--- src/rtl/string_filter_multi.sv ---
// string_filter_multi: streaming classifier for newline-separated lowercase strings.
// Each string is judged "nice" against a compile-time ruleset:
//   RULESET=1 : >=3 vowels, a doubled letter, none of ab/cd/pq/xy
//   RULESET=2 : a non-overlapping letter pair seen twice, and a letter-gap-letter repeat
// Optional feature macro: STRING_FILTER_MULTI_STATS_EN adds string_count and max_len.
// Ports:
//   clk, reset            clock, synchronous active-high reset
//   inbound_valid/_data   ASCII byte stream (LF terminates, NUL ends input)
//   string_is_nice        1-cycle pulse, verdict of the string just terminated
//   string_done           1-cycle pulse on every evaluation (empty strings included)
//   nice_count            saturating count of nice strings
//   end_of_file           sticky, set the cycle after NUL is accepted
//   string_count, max_len (STATS_EN only) evaluations count, longest letter count
module string_filter_multi #(
  parameter int unsigned INBOUND_DATA_WIDTH = 8,
  parameter int unsigned RULESET            = 1,
  parameter int unsigned COUNT_WIDTH        = 16
) (
  input  logic                          clk,
  input  logic                          reset,
  input  logic                          inbound_valid,
  input  logic [INBOUND_DATA_WIDTH-1:0] inbound_data,
  output logic                          string_is_nice,
  output logic                          string_done,
  output logic [COUNT_WIDTH-1:0]        nice_count,
  output logic                          end_of_file
`ifdef STRING_FILTER_MULTI_STATS_EN
  ,
  output logic [COUNT_WIDTH-1:0]        string_count,
  output logic [7:0]                    max_len
`endif
);

  localparam int unsigned LETTER_W = 5;
  localparam int unsigned PAIR_W   = 10;
  localparam int unsigned NUM_PAIRS = 676;

  localparam logic [INBOUND_DATA_WIDTH-1:0] CH_LF  = INBOUND_DATA_WIDTH'(8'h0A);
  localparam logic [INBOUND_DATA_WIDTH-1:0] CH_NUL = INBOUND_DATA_WIDTH'(8'h00);
  localparam logic [INBOUND_DATA_WIDTH-1:0] CH_A   = INBOUND_DATA_WIDTH'(8'h61);
  localparam logic [INBOUND_DATA_WIDTH-1:0] CH_Z   = INBOUND_DATA_WIDTH'(8'h7A);

  typedef enum logic {IN_STRING, DONE} state_t;

  state_t                state;
  logic [LETTER_W-1:0]   prev1;
  logic                  prev1_valid;
  logic                  char_seen;

  logic                  accept_c;
  logic                  is_letter_c;
  logic                  is_lf_c;
  logic                  is_nul_c;
  logic                  letter_stb_c;
  logic                  eval_stb_c;
  logic                  clear_stb_c;
  logic                  verdict_c;
  logic [LETTER_W-1:0]   cur_c;

  // Elaboration-time parameter checks
  if (INBOUND_DATA_WIDTH != 8) begin : g_bad_width
    $error("string_filter_multi: INBOUND_DATA_WIDTH must be 8");
  end

  // Byte classification; DONE ignores all input
  assign accept_c     = inbound_valid && (state == IN_STRING);
  assign is_letter_c  = (inbound_data >= CH_A) && (inbound_data <= CH_Z);
  assign is_lf_c      = (inbound_data == CH_LF);
  assign is_nul_c     = (inbound_data == CH_NUL);
  assign letter_stb_c = accept_c && is_letter_c;
  // NUL closes a pending string as if an LF had arrived
  assign eval_stb_c   = accept_c && (is_lf_c || (is_nul_c && char_seen));
  assign clear_stb_c  = accept_c && (is_lf_c || is_nul_c);
  assign cur_c        = LETTER_W'(inbound_data - CH_A);

  // FSM, shared per-string history and result outputs
  always_ff @(posedge clk) begin
    if (reset) begin
      state          <= IN_STRING;
      prev1          <= '0;
      prev1_valid    <= 1'b0;
      char_seen      <= 1'b0;
      string_is_nice <= 1'b0;
      string_done    <= 1'b0;
      nice_count     <= '0;
      end_of_file    <= 1'b0;
    end else begin
      string_done    <= 1'b0;
      string_is_nice <= 1'b0;
      if (eval_stb_c) begin
        string_done    <= 1'b1;
        string_is_nice <= verdict_c;
        if (verdict_c && (nice_count != '1)) begin
          nice_count <= nice_count + COUNT_WIDTH'(1);
        end
      end
      if (clear_stb_c) begin
        prev1       <= '0;
        prev1_valid <= 1'b0;
        char_seen   <= 1'b0;
      end else if (letter_stb_c) begin
        prev1       <= cur_c;
        prev1_valid <= 1'b1;
        char_seen   <= 1'b1;
      end
      case (state)
        IN_STRING: begin
          if (accept_c && is_nul_c) begin
            state       <= DONE;
            end_of_file <= 1'b1;
          end
        end
        DONE:    state <= DONE;
        default: state <= IN_STRING;
      endcase
    end
  end

  if (RULESET == 1) begin : g_rs1
    logic [1:0] vowels;
    logic       has_double;
    logic       has_forbidden;
    logic       is_vowel_c;
    logic       forbid_c;

    assign is_vowel_c = cur_c inside {5'd0, 5'd4, 5'd8, 5'd14, 5'd20};
    // ab, cd, pq, xy are all "first letter then its successor"
    assign forbid_c   = prev1_valid && (cur_c == prev1 + 5'd1) &&
                        (prev1 inside {5'd0, 5'd2, 5'd15, 5'd23});
    assign verdict_c  = (vowels == 2'd3) && has_double && !has_forbidden;

    // Per-string ruleset 1 flags
    always_ff @(posedge clk) begin
      if (reset || clear_stb_c) begin
        vowels        <= 2'd0;
        has_double    <= 1'b0;
        has_forbidden <= 1'b0;
      end else if (letter_stb_c) begin
        if (is_vowel_c && (vowels != 2'd3)) vowels <= vowels + 2'd1;
        if (prev1_valid && (cur_c == prev1)) has_double <= 1'b1;
        if (forbid_c) has_forbidden <= 1'b1;
      end
    end
  end else if (RULESET == 2) begin : g_rs2
    logic [NUM_PAIRS-1:0] pair_seen;
    logic [LETTER_W-1:0]  prev2;
    logic                 prev2_valid;
    logic                 has_pair_twice;
    logic                 has_gap_repeat;
    logic [PAIR_W-1:0]    cur_pair_c;
    logic [PAIR_W-1:0]    prev_pair_c;

    assign cur_pair_c  = PAIR_W'(prev1) * PAIR_W'(26) + PAIR_W'(cur_c);
    assign prev_pair_c = PAIR_W'(prev2) * PAIR_W'(26) + PAIR_W'(prev1);
    assign verdict_c   = has_pair_twice && has_gap_repeat;

    // The pair ending at the previous letter is inserted only after the current
    // lookup, so a pair can never match the one overlapping it ("aaa").
    always_ff @(posedge clk) begin
      if (reset || clear_stb_c) begin
        pair_seen      <= '0;
        prev2          <= '0;
        prev2_valid    <= 1'b0;
        has_pair_twice <= 1'b0;
        has_gap_repeat <= 1'b0;
      end else if (letter_stb_c) begin
        if (prev1_valid && pair_seen[cur_pair_c]) has_pair_twice <= 1'b1;
        if (prev2_valid) pair_seen[prev_pair_c] <= 1'b1;
        if (prev2_valid && (cur_c == prev2)) has_gap_repeat <= 1'b1;
        prev2       <= prev1;
        prev2_valid <= prev1_valid;
      end
    end
  end else begin : g_bad_ruleset
    $error("string_filter_multi: RULESET must be 1 or 2");
    assign verdict_c = 1'b0;
  end

`ifdef STRING_FILTER_MULTI_STATS_EN
  logic [7:0] cur_len;

  // Evaluation count and longest-string letter count
  always_ff @(posedge clk) begin
    if (reset) begin
      string_count <= '0;
      max_len      <= 8'd0;
      cur_len      <= 8'd0;
    end else begin
      if (eval_stb_c) begin
        if (string_count != '1) string_count <= string_count + COUNT_WIDTH'(1);
        if (cur_len > max_len) max_len <= cur_len;
      end
      if (clear_stb_c) begin
        cur_len <= 8'd0;
      end else if (letter_stb_c && (cur_len != 8'hFF)) begin
        cur_len <= cur_len + 8'd1;
      end
    end
  end
`endif

endmodule

--- config.mk ---
export PLATFORM = sky130hd
export DESIGN_NAME = string_filter_multi
export DESIGN_NICKNAME = d
export VERILOG_FILES = /design/src/rtl/string_filter_multi.sv
export SDC_FILE = /design/constraint.sdc
export NUM_CORES = 1
export LEC_CHECK = 0
export BUFFER_PORTS_ARGS = -buffer_cell sky130_fd_sc_hd__buf_2
export CAP_MARGIN = 20
export CORE_AREA = 2 2 62 64
export CTS_CLUSTER_SIZE = 12
export DETAILED_ROUTE_END_ITERATION = 8
export DIE_AREA = 0 0 64 66
export HOLD_SLACK_MARGIN = 0.06
export PLACE_DENSITY = 0.77
export SYNTH_ARGS = -nofsm -noshare
export SYNTH_HDL_FRONTEND = slang
export SYNTH_SLANG_ARGS = --single-unit
--- constraint.sdc ---
create_clock -name clk -period 2.5 [get_ports clk]
set_clock_uncertainty 0.05 [all_clocks]
set_input_delay 0 -clock clk [delete_from_list [all_inputs] [get_ports clk]]
set_output_delay 0 -clock clk [all_outputs]
set_load 0.1 [all_outputs]
==> flow_summary.ini <==
[status]
status = finished, final reports clean

[sta]
slew-limit-headroom_pct = 67.4
final_hold_viol_count = 0
fmax_ghz = 0.432
fin_tns_setup_ps = 0
period_needed_ps = 2320
worstMarginPinSlew_ps = 486
fin_crit_sh_pct = 92.7
setup_violations = 0
slew_viol_final = 0
rsz0062_at_grt = no
layout_setup_ws_ps = 183

[global_routing]
grt_pass1_wl_um = 6810
grt_util_all_layers_pct = 20.7
grt_max_degree = 23
grt_pass1_vias = 1537
grt_overflow = 0
antenna_found_initial = 0

[routing]
route.detailed.drc = 0
routedWlPerCell_um = 13.6
drt_iter0_markers = 89
vias = 1614
drt_wl_total_um = 3970
drt_first_pass_iters = 4
viasPerCell = 5.53
antenna_left = 0

[die]
fp.dieW_um = 64
rows = 22
dieArea_mm2 = 0.00422
die_h_um = 66
fp.coreArea_mm2 = 0.00355
initial_core_util_pct = 51.5
pin_count = 30

[critical_path]
crit_slowest_cell = dlygate4sd3_1
startpoint_type = input pin
r2r_end = g_rs1.vowels[0]
cp.buffers_inverters = 4
path_common_cell = dlygate4sd3_1
r2r_start = state
r2r_cells = 5
setup.worst_path.end_class = flop
critPathMaxStageDelay_ps = 610
timing.critical_path.to = string_done
crit_fanout = 10
r2r_slack_ps = 440
cp.required_ps = 2700
path_class = in2reg
crit_arrival_ps = 2520
critPathLaunch = inbound_data[4]
cp_top_family = buffers and inverters
path_cells = dlygate4sd3_1, buf_2, nor4_2, dlygate4sd3_1, nand2_1, dlygate4sd3_1, a211oi_1
crit_cells = 7

[worst_hold_path]
min_path_type = in2reg
min-delay-start = inbound_data[3]

[logic_synthesis]
syn_avg_cell_area_um2 = 8.71
netlist_area_mm2 = 0.00183
synth_cell_types = 49
ys_ff_latch = 30
ys.flop_type = dfxtp_1
syn-instance-count = 210
yosys_warnings = 0
synth_seq_area_share_pct = 32.8
synth_fp_nets = 231
synthArstFlopShare_pct = 0
synth_edf_count = 0

[clock_network]
clk_path_buf_depth = 2
cts_tree = done
insertion_delay_ps = 340
clk_pin_slew_ps = 90
numCtsBuffers = 5
cts_setup_buffers = 0
cts_root_buffer = clkbuf_4
cts_sinks = 30
htreeDepth = 2

[pwr]
power_leakage_nw = 0.876
comb_power_share_pct = 11.8
p_per_area_mw_per_mm2 = 446
clockPowerShare_pct = 37.6
ir_drop_v = 0.000220
p_int_uw = 722
p_seq_share_pct = 50.6
swShare_pct = 24.8
switchingPower_uw = 238

[place]
dpl.hpwl_um = 2840
gp_congestion = 0.800
port_buffers = 29
pre_cts_ws_ps = 385

[cells_and_area]
diodes = 0
fin_nets = 264
syn2layout_area_growth_pct = 17.6
finish.utilization_pct = 60.6
drive_gt1_share_pct = 22.1
fill_cells = 301

[job]
drv_cap = 0
cell families after synthesis:
family	after synthesis	synth area share, %
AND/OR/NAND/NOR	88	25.7
XOR/XNOR	26	13.2
multiplexers	3	1.78
buffers and inverters	17	3.83
flip-flops	30	32.8
AO/OA/AOI/OAI	36	15.9
adder cells (fa/ha/maj)	10	6.84
cells in the mapped netlist (2+ instances only):
cell	instances	area share [%]
dfxtp_1	30	33
nor2_1	29	6.0
xor2_1	17	8.1
and3_1	10	3.4
ha_1	10	6.8
nand4_1	10	3.4
xnor2_1	8	3.8
inv_1	7	1.4
nand2_1	7	1.4
nand3_1	7	1.9
a211oi_1	6	2.5
clkbuf_1	6	1.2
o211ai_1	6	2.5
nor3_1	4	1.1
or4_1	4	1.6
nor3b_1	3	1.2
nor4_1	3	1.0
o31ai_1	3	1.2
a21oi_1	2	0.55
a31oi_1	2	0.68
buf_2	2	0.55
mux2_2	2	1.2
nand3b_1	2	0.82
nor2b_1	2	0.68
o2111ai_1	2	0.96
o21ai_0	2	0.55
o311ai_0	2	0.96
sequential cells by signal (all words and copies together), names as in the netlist:
register	count
prev1	5
nice_count	16
end_of_file	1
g_rs1.has_double	1
string_done	1
g_rs1.has_forbidden	1
state	1
string_is_nice	1
g_rs1.vowels	2
char_seen	1
cells in the final DEF, fill, tap and decap left out, drive strengths merged, types with 2 or more instances in the layout:
cell type,n
a2111oi,2
and3,10
nor3b,3
nand2,7
o211ai,6
nor2b,2
nand4,10
inv,7
a31oi,2
o2111ai,2
mux2,2
nand3b,2
o31ai,3
or4,5
o311ai,2
clkbuf,8
ha,10
nor3,4
xor2,17
nand3,7
dfxtp,30
xnor2,8
a211oi,6
a21oi,2
buf,30
o21ai,3
nor4,3
dlygate4sd3,6
nor2,29
power by group through the flow:
stage / logic (mW) / clock network [mW] / registers, mW
finish: 0.113 / 0.361 / 0.486
global route: 0.124 / 0.389 / 0.486
CTS: 0.112 / 0.374 / 0.486
detailed placement: 0.106 / 0 / 0.497
global placement: 0.103 / 0 / 0.497
floorplan: 0.0802 / 0 / 0.495
layer usage:
metal | routed length (um) | part of all wire, % | global-route usage [%]
met1 | 1910 | 48 | 26.4
met2 | 1840 | 46 | 32.7
met3 | 162 | 4.1 | 5.45
met4 | 61 | 1.5 | 8.97
met5 | 0 | 0 | 0
metrics by stage:
stage	hold slack [ps]	cell area (um^2)	std cells	power, mW
final	81.1	2150	292	0.959
after global routing	86.0	2150	292	0.999
after CTS	62.7	2140	292	0.971
after detailed placement	279	2010	278	0.603
after global placement	267	2010	278	0.600
after floorplan	45.7	1840	210	0.575
cell type report:
class	instances	area, um^2	share of cell area (%)
multi-input combinational	163	1160	54.2
sequential	30	608	28.3
timing repair buffer	36	213	9.89
clock buffer	8	78.8	3.66
tap	48	60.1	2.79
inverter	7	26.3	1.22
how the worst min path moves through the flow:
stage	to	slack (ps)	cells past startpoint
after floorplan	prev1[0]	50	1
after global placement	prev1[0]	270	2
after detailed placement	prev1[0]	280	2
after CTS	string_done	60	3
after global routing	string_done	90	3
final	string_done	80	3
what timing repair did:
item,4_1_cts,5_1_grt
gates resized for setup,0,1
endpoints found under the setup margin,0,1
endpoints found under the hold margin,21,0
hold buffers,6,0
worst reg2reg max path, stage by stage, from the launching register on:
cell     delay, ps
dfxtp_1        330
nor3b_1        430
and3_1         320
nand3_1        170
or4_1          550
a21oi_1        160
Power figures use the tool's default switching activity.
